### src/rtl/hazard_stall_if.sv
// Control bundle between the pipeline and the hazard/stall unit.
// The pipeline (master) supplies the hazard inputs; the unit (slave) returns the stage controls.
interface hazard_stall_if #(
  parameter int CNT_W = 16
);
  logic [3:0]       id_rs;
  logic [3:0]       id_rt;
  logic             id_uses_rs;
  logic             id_uses_rt;
  logic             id_is_branch;
  logic             branch_taken;
  logic             idex_memread;
  logic             idex_regwrite;
  logic [3:0]       ex_rt_rd;
  logic             exmem_memread;
  logic [3:0]       exmem_rd;
  logic             exmem_mem_req;
  logic             mem_ready;
  logic             pc_write;
  logic             ifid_write;
  logic             idex_write;
  logic             exmem_write;
  logic             ifid_flush;
  logic             idex_bubble;
  logic             memwb_bubble;
  logic             mem_timeout;
  logic [CNT_W-1:0] stall_cycles;

  modport slave (
    input  id_rs, id_rt, id_uses_rs, id_uses_rt, id_is_branch, branch_taken,
           idex_memread, idex_regwrite, ex_rt_rd, exmem_memread, exmem_rd,
           exmem_mem_req, mem_ready,
    output pc_write, ifid_write, idex_write, exmem_write, ifid_flush,
           idex_bubble, memwb_bubble, mem_timeout, stall_cycles
  );

  modport master (
    output id_rs, id_rt, id_uses_rs, id_uses_rt, id_is_branch, branch_taken,
           idex_memread, idex_regwrite, ex_rt_rd, exmem_memread, exmem_rd,
           exmem_mem_req, mem_ready,
    input  pc_write, ifid_write, idex_write, exmem_write, ifid_flush,
           idex_bubble, memwb_bubble, mem_timeout, stall_cycles
  );
endinterface

### src/rtl/hazard_stall_unit.sv
// Hazard detection and stall sequencing for the five-stage 16-bit pipeline:
// load-use stalls, ID-branch-after-load stalls, data-memory wait freezes and a stall-cycle counter.
module hazard_stall_unit #(
  parameter int MEM_TIMEOUT = 64,
  parameter int CNT_W       = 16
) (
  input  logic          clk,
  input  logic          rst_n,
  hazard_stall_if.slave hz
);
  localparam int                WAIT_W = $clog2(MEM_TIMEOUT + 1);
  localparam logic [WAIT_W-1:0] W_TMO  = WAIT_W'(MEM_TIMEOUT);

  typedef enum logic [1:0] {RUN, STALL, MEM_WAIT} state_t;

  state_t            r_state, w_state_nxt;
  logic [1:0]        r_stall_cnt, w_stall_cnt_nxt;
  logic [1:0]        r_pend, w_pend_nxt;
  logic [WAIT_W-1:0] r_wait_cnt, w_wait_cnt_nxt;
  logic              r_mem_timeout;
  logic [CNT_W-1:0]  r_stall_cycles;

  logic       w_hit_ex, w_hit_mem, w_memwait;
  logic [1:0] w_need;
  logic       w_pc_write, w_ifid_write, w_idex_write, w_exmem_write;
  logic       w_ifid_flush, w_idex_bubble, w_memwb_bubble;

  assign w_hit_ex  = hz.idex_regwrite && (hz.ex_rt_rd != 4'd0) &&
                     ((hz.id_uses_rs && (hz.ex_rt_rd == hz.id_rs)) ||
                      (hz.id_uses_rt && (hz.ex_rt_rd == hz.id_rt)));
  assign w_hit_mem = hz.exmem_memread && (hz.exmem_rd != 4'd0) &&
                     ((hz.id_uses_rs && (hz.exmem_rd == hz.id_rs)) ||
                      (hz.id_uses_rt && (hz.exmem_rd == hz.id_rt)));
  assign w_memwait = hz.exmem_mem_req && !hz.mem_ready;

  always_comb begin
    w_need = 2'd0;
    if (hz.idex_memread && w_hit_ex)          w_need = hz.id_is_branch ? 2'd2 : 2'd1;
    else if (hz.id_is_branch && w_hit_mem)    w_need = 2'd1;
  end

  always_comb begin
    w_state_nxt     = r_state;
    w_stall_cnt_nxt = r_stall_cnt;
    w_pend_nxt      = r_pend;
    w_wait_cnt_nxt  = r_wait_cnt;
    w_pc_write      = 1'b1;
    w_ifid_write    = 1'b1;
    w_idex_write    = 1'b1;
    w_exmem_write   = 1'b1;
    w_ifid_flush    = 1'b0;
    w_idex_bubble   = 1'b0;
    w_memwb_bubble  = 1'b0;

    if (w_memwait && (r_state != MEM_WAIT)) begin
      // Entering a wait freezes everything; owed stall cycles are parked in pend.
      {w_pc_write, w_ifid_write, w_idex_write, w_exmem_write} = 4'b0000;
      w_memwb_bubble = 1'b1;
      w_state_nxt    = MEM_WAIT;
      w_wait_cnt_nxt = WAIT_W'(1);
      w_pend_nxt     = (r_state == STALL) ? r_stall_cnt : 2'd0;
    end else begin
      case (r_state)
        RUN: begin
          if (w_need != 2'd0) begin
            {w_pc_write, w_ifid_write} = 2'b00;
            w_idex_bubble = 1'b1;
            if (w_need == 2'd2) begin
              w_state_nxt     = STALL;
              w_stall_cnt_nxt = 2'd1;
            end
          end else if (hz.id_is_branch && hz.branch_taken) begin
            w_ifid_flush = 1'b1;
          end
        end
        STALL: begin
          {w_pc_write, w_ifid_write} = 2'b00;
          w_idex_bubble = 1'b1;
          if (r_stall_cnt > 2'd1) begin
            w_stall_cnt_nxt = r_stall_cnt - 2'd1;
          end else begin
            w_stall_cnt_nxt = 2'd0;
            w_state_nxt     = RUN;
          end
        end
        MEM_WAIT: begin
          if (w_memwait) begin
            {w_pc_write, w_ifid_write, w_idex_write, w_exmem_write} = 4'b0000;
            w_memwb_bubble = 1'b1;
            if (r_wait_cnt != W_TMO) w_wait_cnt_nxt = r_wait_cnt + 1'b1;
          end else begin
            // Back end drains this cycle; ID is only re-examined once back in RUN.
            w_wait_cnt_nxt = '0;
            w_state_nxt    = RUN;
            if (r_pend != 2'd0) begin
              {w_pc_write, w_ifid_write} = 2'b00;
              w_idex_bubble = 1'b1;
              w_pend_nxt    = r_pend - 2'd1;
              if (r_pend > 2'd1) begin
                w_state_nxt     = STALL;
                w_stall_cnt_nxt = r_pend - 2'd1;
              end
            end
          end
        end
        default: w_state_nxt = RUN;
      endcase
    end
  end

  always_ff @(posedge clk or negedge rst_n) begin
    if (!rst_n) begin
      r_state        <= RUN;
      r_stall_cnt    <= 2'd0;
      r_pend         <= 2'd0;
      r_wait_cnt     <= '0;
      r_mem_timeout  <= 1'b0;
      r_stall_cycles <= '0;
    end else begin
      r_state     <= w_state_nxt;
      r_stall_cnt <= w_stall_cnt_nxt;
      r_pend      <= w_pend_nxt;
      r_wait_cnt  <= w_wait_cnt_nxt;
      if (w_wait_cnt_nxt == W_TMO) r_mem_timeout <= 1'b1;
      if (!w_pc_write && (r_stall_cycles != {CNT_W{1'b1}}))
        r_stall_cycles <= r_stall_cycles + 1'b1;
    end
  end

  // Reset holds the whole pipeline frozen and bubbled.
  assign hz.pc_write     = rst_n & w_pc_write;
  assign hz.ifid_write   = rst_n & w_ifid_write;
  assign hz.idex_write   = rst_n & w_idex_write;
  assign hz.exmem_write  = rst_n & w_exmem_write;
  assign hz.ifid_flush   = !rst_n | w_ifid_flush;
  assign hz.idex_bubble  = !rst_n | w_idex_bubble;
  assign hz.memwb_bubble = !rst_n | w_memwb_bubble;
  assign hz.mem_timeout  = r_mem_timeout;
  assign hz.stall_cycles = r_stall_cycles;
endmodule
### src/flat_wrapper.sv
// flat-port wrapper written by rule: the top's interface ports become plain ports
module hazard_stall_unit_flat 
#(
  parameter int MEM_TIMEOUT = 64,
  parameter int CNT_W       = 16
)
  (clk, rst_n, hz_id_rs, hz_id_rt, hz_id_uses_rs, hz_id_uses_rt, hz_id_is_branch, hz_branch_taken, hz_idex_memread, hz_idex_regwrite, hz_ex_rt_rd, hz_exmem_memread, hz_exmem_rd, hz_exmem_mem_req, hz_mem_ready, hz_pc_write, hz_ifid_write, hz_idex_write, hz_exmem_write, hz_ifid_flush, hz_idex_bubble, hz_memwb_bubble, hz_mem_timeout, hz_stall_cycles);
  hazard_stall_if #(.CNT_W(CNT_W)) hz_i ();
  input  logic clk;
  input  logic rst_n;
  input wire logic [$bits(hz_i.id_rs)-1:0] hz_id_rs;
  input wire logic [$bits(hz_i.id_rt)-1:0] hz_id_rt;
  input wire logic [$bits(hz_i.id_uses_rs)-1:0] hz_id_uses_rs;
  input wire logic [$bits(hz_i.id_uses_rt)-1:0] hz_id_uses_rt;
  input wire logic [$bits(hz_i.id_is_branch)-1:0] hz_id_is_branch;
  input wire logic [$bits(hz_i.branch_taken)-1:0] hz_branch_taken;
  input wire logic [$bits(hz_i.idex_memread)-1:0] hz_idex_memread;
  input wire logic [$bits(hz_i.idex_regwrite)-1:0] hz_idex_regwrite;
  input wire logic [$bits(hz_i.ex_rt_rd)-1:0] hz_ex_rt_rd;
  input wire logic [$bits(hz_i.exmem_memread)-1:0] hz_exmem_memread;
  input wire logic [$bits(hz_i.exmem_rd)-1:0] hz_exmem_rd;
  input wire logic [$bits(hz_i.exmem_mem_req)-1:0] hz_exmem_mem_req;
  input wire logic [$bits(hz_i.mem_ready)-1:0] hz_mem_ready;
  output wire logic [$bits(hz_i.pc_write)-1:0] hz_pc_write;
  output wire logic [$bits(hz_i.ifid_write)-1:0] hz_ifid_write;
  output wire logic [$bits(hz_i.idex_write)-1:0] hz_idex_write;
  output wire logic [$bits(hz_i.exmem_write)-1:0] hz_exmem_write;
  output wire logic [$bits(hz_i.ifid_flush)-1:0] hz_ifid_flush;
  output wire logic [$bits(hz_i.idex_bubble)-1:0] hz_idex_bubble;
  output wire logic [$bits(hz_i.memwb_bubble)-1:0] hz_memwb_bubble;
  output wire logic [$bits(hz_i.mem_timeout)-1:0] hz_mem_timeout;
  output wire logic [$bits(hz_i.stall_cycles)-1:0] hz_stall_cycles;
  assign hz_i.id_rs = hz_id_rs;
  assign hz_i.id_rt = hz_id_rt;
  assign hz_i.id_uses_rs = hz_id_uses_rs;
  assign hz_i.id_uses_rt = hz_id_uses_rt;
  assign hz_i.id_is_branch = hz_id_is_branch;
  assign hz_i.branch_taken = hz_branch_taken;
  assign hz_i.idex_memread = hz_idex_memread;
  assign hz_i.idex_regwrite = hz_idex_regwrite;
  assign hz_i.ex_rt_rd = hz_ex_rt_rd;
  assign hz_i.exmem_memread = hz_exmem_memread;
  assign hz_i.exmem_rd = hz_exmem_rd;
  assign hz_i.exmem_mem_req = hz_exmem_mem_req;
  assign hz_i.mem_ready = hz_mem_ready;
  assign hz_pc_write = hz_i.pc_write;
  assign hz_ifid_write = hz_i.ifid_write;
  assign hz_idex_write = hz_i.idex_write;
  assign hz_exmem_write = hz_i.exmem_write;
  assign hz_ifid_flush = hz_i.ifid_flush;
  assign hz_idex_bubble = hz_i.idex_bubble;
  assign hz_memwb_bubble = hz_i.memwb_bubble;
  assign hz_mem_timeout = hz_i.mem_timeout;
  assign hz_stall_cycles = hz_i.stall_cycles;
  hazard_stall_unit #(.MEM_TIMEOUT(MEM_TIMEOUT), .CNT_W(CNT_W)) u_core (.clk(clk), .rst_n(rst_n), .hz(hz_i));
endmodule
### config.mk
export PLATFORM = sky130hd
export DESIGN_NAME = hazard_stall_unit_flat
export DESIGN_NICKNAME = d
export VERILOG_FILES = /design/src/rtl/hazard_stall_if.sv /design/src/rtl/hazard_stall_unit.sv /design/src/flat_wrapper.sv
export SDC_FILE = /design/constraint.sdc
export NUM_CORES = 1
export LEC_CHECK = 0
export CAP_MARGIN = 10
export CORE_ASPECT_RATIO = 0.9
export CORE_MARGIN = 2
export CORE_UTILIZATION = 30
export CTS_BUF_LIST = sky130_fd_sc_hd__clkbuf_8
export DETAILED_ROUTE_END_ITERATION = 10
export MAX_ROUTING_LAYER = met4
export PLACE_DENSITY_LB_ADDON = 0.3
export SKIP_LAST_GASP = 1
export SYNTH_ARGS = -nofsm -noshare
export SYNTH_HDL_FRONTEND = slang
export SYNTH_SLANG_ARGS = --single-unit
export TNS_END_PERCENT = 10
### constraint.sdc
create_clock -name clk -period 2.75 [get_ports clk]
set_clock_uncertainty 0.05 [all_clocks]
set_input_delay 0.4125 -clock clk [delete_from_list [all_inputs] [get_ports clk]]
set_output_delay 0.4125 -clock clk [all_outputs]
set_load 0.005 [all_outputs]
Yosys cells after proc, flatten, opt, wreduce, memory -nomap -nowiden. Cells that the tools add are included.

Add/subtract/negate cells: 4. $lt $le $gt $ge: 2. Equal/unequal tests: 21. Muxes and demuxes: 45. Bitwise operators: 6. Reductions and logical operators: 30.

Operators with widths (number): two-way mux 2 bit (17); two-way mux 7 bit (4); two-way mux 1 bit (20); adder 16 x 1 -> 16 bit, second input constant (1); == test 4 bit (4); != test 16 bit, second input constant (1); logical AND 1 bit (14); one-hot mux 2 bit (3 select lines) (2); != test 2 x 1 -> 1 bit, second input constant (4); nonzero test 2 bit (4); nonzero test 4 bit (2); adder 7 x 1 -> 7 bit, second input constant (1); == test 7 bit, second input constant (1); != test 7 bit, second input constant (1); AND reduction 7 bit (1); != test 2 bit, second input constant (3); != test 3 x 1 -> 1 bit, second input constant (2); one-hot mux 1 bit (3 select lines) (2); == test 2 bit, second input constant (2); > comparator 2 x 1 -> 1 bit, second input constant (2); AND reduction 4 bit (1); subtractor 2 x 1 -> 2 bit, second input constant (2); zero test 1 bit (3); != test 3 x 2 -> 1 bit, second input constant (1); other kinds (9) (13).

Flip-flop bits (word level): 30. Output and inout port bits: 24. Word-level logic and storage cells: 114.

Longest topological paths before layout.
Depth after elaboration: 13. Mapped depth: 8.

Worst setup path after synthesis. OpenSTA, ideal clock, no wires.

Path kind: input-to-output. Start point: input port hz_id_rt[0]. End point: output port hz_pc_write. Arrival time: 1526 ps. Setup slack: 761 ps. Cell stages on the path: 7. Cells stage by stage: xor2_1 nor4_1 o21ai_1 nand3_1 nand2_1 a31o_2 buf_4.

Word-level cells in the longest chain between the ends: 12. Elaborated cells on any way between the ends: 17. Classes of those cells: 2 x eq/ne; 5 x mux; 1 x bitwise; 9 x reduce/logical.

Ends and longest elaborated chain: start: declaration (RTL line flat_wrapper.sv:12) `input wire logic [$bits(hz_i.id_rt)-1:0] hz_id_rt;`; == test 4 bit (RTL line hazard_stall_unit.sv:33) `(hz.id_uses_rt && (hz.exmem_rd == hz.id_rt)));`; logical AND 1 bit (RTL line hazard_stall_unit.sv:33); logical OR 1 bit (RTL line hazard_stall_unit.sv:32) `((hz.id_uses_rs && (hz.exmem_rd == hz.id_rs)) ||`; logical AND 1 bit (RTL line hazard_stall_unit.sv:31) `assign w_hit_mem = hz.exmem_memread && (hz.exmem_rd != 4'd0) &&`; logical AND 1 bit (RTL line hazard_stall_unit.sv:39) `else if (hz.id_is_branch && w_hit_mem) w_need = 2'd1;`; two-way mux 1 bit (RTL line hazard_stall_unit.sv:39); two-way mux 2 bit (*) (RTL line hazard_stall_unit.sv:38) `if (hz.idex_memread && w_hit_ex) w_need = hz.id_is_branch ? 2'd2 : 2'd1;`; nonzero test 2 bit (*) (RTL line hazard_stall_unit.sv:65) `if (w_need != 2'd0) begin`; two-way mux 1 bit (*); one-hot mux 1 bit (3 select lines) (*); two-way mux 1 bit (*); bitwise AND 1 bit (*); end: declaration (RTL line flat_wrapper.sv:24) `output wire logic [$bits(hz_i.pc_write)-1:0] hz_pc_write;`.

Every way passes the cells marked *; elsewhere a longest branch is shown, timed or not.

Worst setup path after layout.
Start point: input port hz_id_rt[0]. End point: output port hz_pc_write.

Word-level cells in the longest chain between the ends: 12. Elaborated cells on any way between the ends: 17. Classes of those cells: 2 x eq/ne; 5 x mux; 1 x bitwise; 9 x reduce/logical.

Ends and longest elaborated chain: == test 4 bit (RTL line hazard_stall_unit.sv:33); logical AND 1 bit (RTL line hazard_stall_unit.sv:33); logical OR 1 bit (RTL line hazard_stall_unit.sv:32); logical AND 1 bit (RTL line hazard_stall_unit.sv:31); logical AND 1 bit (RTL line hazard_stall_unit.sv:39); two-way mux 1 bit (RTL line hazard_stall_unit.sv:39); two-way mux 2 bit (*) (RTL line hazard_stall_unit.sv:38); nonzero test 2 bit (*) (RTL line hazard_stall_unit.sv:65); two-way mux 1 bit (*) (RTL line hazard_stall_unit.sv:65); one-hot mux 1 bit (3 select lines) (*) (RTL line hazard_stall_unit.sv:63) `case (r_state)`; two-way mux 1 bit (*) (RTL line hazard_stall_unit.sv:55) `if (w_memwait && (r_state != MEM_WAIT)) begin`; bitwise AND 1 bit (*) (RTL line hazard_stall_unit.sv:131) `assign hz.pc_write = rst_n & w_pc_write;`.

Marks and branches as above.

==> impl_results.md <==
- Outcome: finished with violations
- Failing checks: setup timing
- Final setup fails: 2
- Setup slack, reg-to-reg: 0.66 ns
- Cell Pwr Density: 696 nW/um^2
- Post-synthesis xor/xnor area fraction: 14.8%
- # diodes: 0
- Final antenna-violating net count: 0
- Worst Setup End Kind: primary output
- RSZ-0062 raised after global routing: yes
- FF/Latch Area: 751 sq um
- Global Route Usage Sum: 14.0%
- WHS Endpoint: u_core.hz.mem_timeout
- Sequential-to-total area share from yosys stat: 37.4%
- Crit path DAT: 2.36 ns
- Die footprint: 7360 sq um
- Post-detail-place hpwl: 3.84 mm
- Switching power: 779 uW
- Most frequent CP cell: clkdlybuf4s50_1
- Fill cells: 659
- Yosys cell types: 39
- Switching share of power: 39.0%
- Worst-skew pair later-pin latency: 0.27 ns
- CTS tree: yes
- DRC violations left: 0
- Maximum fanout along the worst path: 3
- Via density: 4.70
- Layout cell share with drive strength beyond 1: 13.5%
- Max Slew Vio Count: 0
- Final min period: 2.82 ns
- Adder-Cell Fraction of Synth Area: 5.61%
- Stages on worst setup path: 8
- Clock transition at path regs: 0.05 ns
- Iteration-0 DRC Markers: 85
- Global-route wire length before repair: 8.19 mm
- Int Pwr: 1220 uW
- Initial antenna violation count: 0
- Final period utilization: 103%
- # nets final: 324
- Vert. Die Dim: 81.6 um
- Clk pwr share: 15.6%
- Logic gate share of total power: 49.4%
- Largest family of logic cells by synthesized area: simple AND/OR/NAND/NOR gates
- Vias in the first global route: 1749
- Cells along the critical path: clkdlybuf4s50_1, xor2_1, nor4_2, o21ai_2, nand3_2, nand2_1, a31o_2, clkdlybuf4s50_1
- Placed cell area: 2660 sq um
- H-Tree Depth: 2
- DR vias: 1775
- Final Total Pwr: 2000 uW
- First-pass DRT Iterations: 4
- FMAX: 355 MHz
- CP top delay family: buffers and inverters
- Max stage delay cell, worst path: clkdlybuf4s50_1
- # clock sinks: 30
- Wire length per cell: 13.2 um
- Multi-input combinational cell area: 1250 sq um
- Simple-gate area share of the yosys netlist: 22.5%
- Setup WS post-layout: -0.0689 ns
- CTS buffer count: 5
- Final instance area: 2870 sq um
- Post-layout util: 44.0%
- VDD IR max: 410 uV
- Reg2reg start: u_core.hz.stall_cycles[0]
- Grt ovf: 0
- Routability cong.: 0.826
- Clock root cell: clkbuf_8
- TNS Setup: -0.135 ns
- Cells after synthesis: 225
- Hold path cells: 2
- WP buf/inv: 2
- Leakage: 0.00129 uW
- I/O pin cnt: 51
- Hold Buf Count CTS: 0
- Post-Syn Area: 2010 sq um
- Clock buffer depth: 2
- Synth Area in Compound Gates: 13.7%
- Worst Tran Pin Value: 0.377 ns
- Synthesis Warnings: 0
- Worst hold path class: reg2reg
- Max-slew headroom: 74.8%
- Net Count, Synth: 261
- Number of max-cap violations: 0
- Largest net degree at the start of global routing: 30
- Crit start category: input port
- Sequential share of power: 35.0%
- Mux cell area share after synthesis: 1.62%
- Count of state elements after synthesis: 30
- Area grow syn2layout: 43.1%
- Worst EP required: 2.29 ns
- Syn_area_per_cell: 8.91 sq um
- Final hold violation count: 0
- Die X: 90.2 um
- FF-to-FF path depth: 7
- WL final: 4.98 mm
- Worst hold start: u_core.hz.mem_timeout
- Crit Path Category: in2out
- Max incr delay on CP: 0.45 ns
- Core area: 6520 sq um
- Reg-to-Reg End: u_core.hz.stall_cycles[11]
- IO Port Bufs: 50
- FP Rows: 28
- Initial Util: 30.8%
-- sequential cells by signal, indices dropped and copies added (netlist names) --
| signal | cells |
|---|---|
| u_core.hz.stall_cycles | 16 |
| u_core.r_wait_cnt | 7 |
| u_core.r_pend | 2 |
| u_core.r_stall_cnt | 2 |
| u_core.r_state | 2 |
| u_core.hz.mem_timeout | 1 |
-- cells in the final DEF, fill, tap and decap left out, drive strengths merged, types with 2 or more instances in the layout --
cell and n:
dlymetal6s2s 13, nor4 6, nand4 10, o21ai 13, clkdlybuf4s50 36, nand2b 2
ha 9, dfrtp 30, buf 13, nand2 28, xor2 12, nor2 15
a21oi 11, a31o 2, o31ai 4, inv 15, mux2 2, clkbuf 5
nand3 12, xnor2 22, a21o 2, and3 9, o22ai 3, nor2b 2
-- worst min-delay path: stages, from the launching register on --
cell and delay, ns:
dfrtp_1 0.35, inv_1 0.04, o41ai_1 0.05
-- worst max path at each step --
| stage | from | to | slack [ns] |
|---|---|---|---|
| after global placement | hz_exmem_rd[0] | hz_idex_bubble | -0.23 |
| after CTS | hz_ex_rt_rd[3] | hz_pc_write | -0.17 |
| after floorplan | hz_id_rt[0] | hz_pc_write | 0.76 |
| after global routing | hz_id_rt[0] | hz_ifid_write | -0.18 |
| after detailed placement | hz_ex_rt_rd[3] | hz_idex_bubble | -0.20 |
| final | hz_id_rt[0] | hz_pc_write | -0.07 |
-- kinds of logic (layout without fill, tap and decap cells) --
family | Yosys count | count (layout)
XOR/XNOR | 34 | 34
AO/OA/AOI/OAI | 42 | 42
adder cells (fa/ha/maj) | 9 | 9
flip-flops | 30 | 30
multiplexers | 3 | 3
AND/OR/NAND/NOR | 87 | 87
buffers and inverters | 20 | 83
-- power groups by stage --
stage / Combinational [uW] / Clock (uW) / Sequential (uW)
floorplan: 622 / 0 / 669
CTS: 977 / 326 / 698
detailed placement: 973 / 0 / 705
finish: 987 / 312 / 699
global placement: 961 / 0 / 701
global route: 1120 / 349 / 720
-- repair_timing --
item,in CTS,in global routing
pin swaps,2,8
endpoints found under the setup margin,4,4
buffers inserted,2,1
gates resized for setup,1,27
-- synthesized netlist by cell type (all sizes together) --
master	count	area share [%]
xor2	12	5.2
a31o	2	1.3
and3	9	3.6
o2bb2ai	1	0.44
a21o	2	0.75
nor3	1	0.81
nor2	15	2.9
a221oi	1	0.44
o311a	1	0.50
mux2i	1	0.50
buf	4	1.2
a21oi	11	2.7
o41ai	1	0.44
inv	13	2.4
ha	9	5.6
or3	1	0.31
o22ai	3	0.94
o211ai	1	0.37
mux2	2	1.1
dfrtp	30	37
nand3	12	3.0
clkbuf	3	0.62
a31oi	1	0.31
o21ai	13	3.2
o2111ai	1	0.75
nand2b	2	0.62
nor2b	2	0.62
o31ai	4	1.5
xnor2	22	9.6
nand2	28	5.2
nand4	10	3.1
nor4	6	1.9
nand3b	1	0.37
-- cell type report --
class                           instances  share of cell area, %
Multi-Input combinational cell        175                   43.6
Sequential cell                        30                   26.2
Timing Repair Buffer                   63                   21.9
Tap cell                               90                   3.92
Clock buffer                            5                   2.40
Inverter                               13                   1.70
Clock inverter                          2                  0.262
-- routing by layer --
layer | wire length (um) | vias up | track usage, %
met5 | 0 | - | -
met3 | 107 | 6 | 2.75
met4 | 51 | 0 | 3.08
met2 | 2490 | 22 | 23.2
met1 | 2340 | 835 | 18.1
li1 | - | 912 | -
-- through the flow --
stage               setup slack [ns]  instances  hold slack [ns]
floorplan                      0.761        225           0.0669
global placement              -0.227        368            0.435
detailed placement            -0.197        368            0.423
CTS                           -0.173        377            0.437
global route                  -0.181        378            0.447
finish                       -0.0689        378            0.424
No activity file was read; power rests on OpenSTA's default activity.
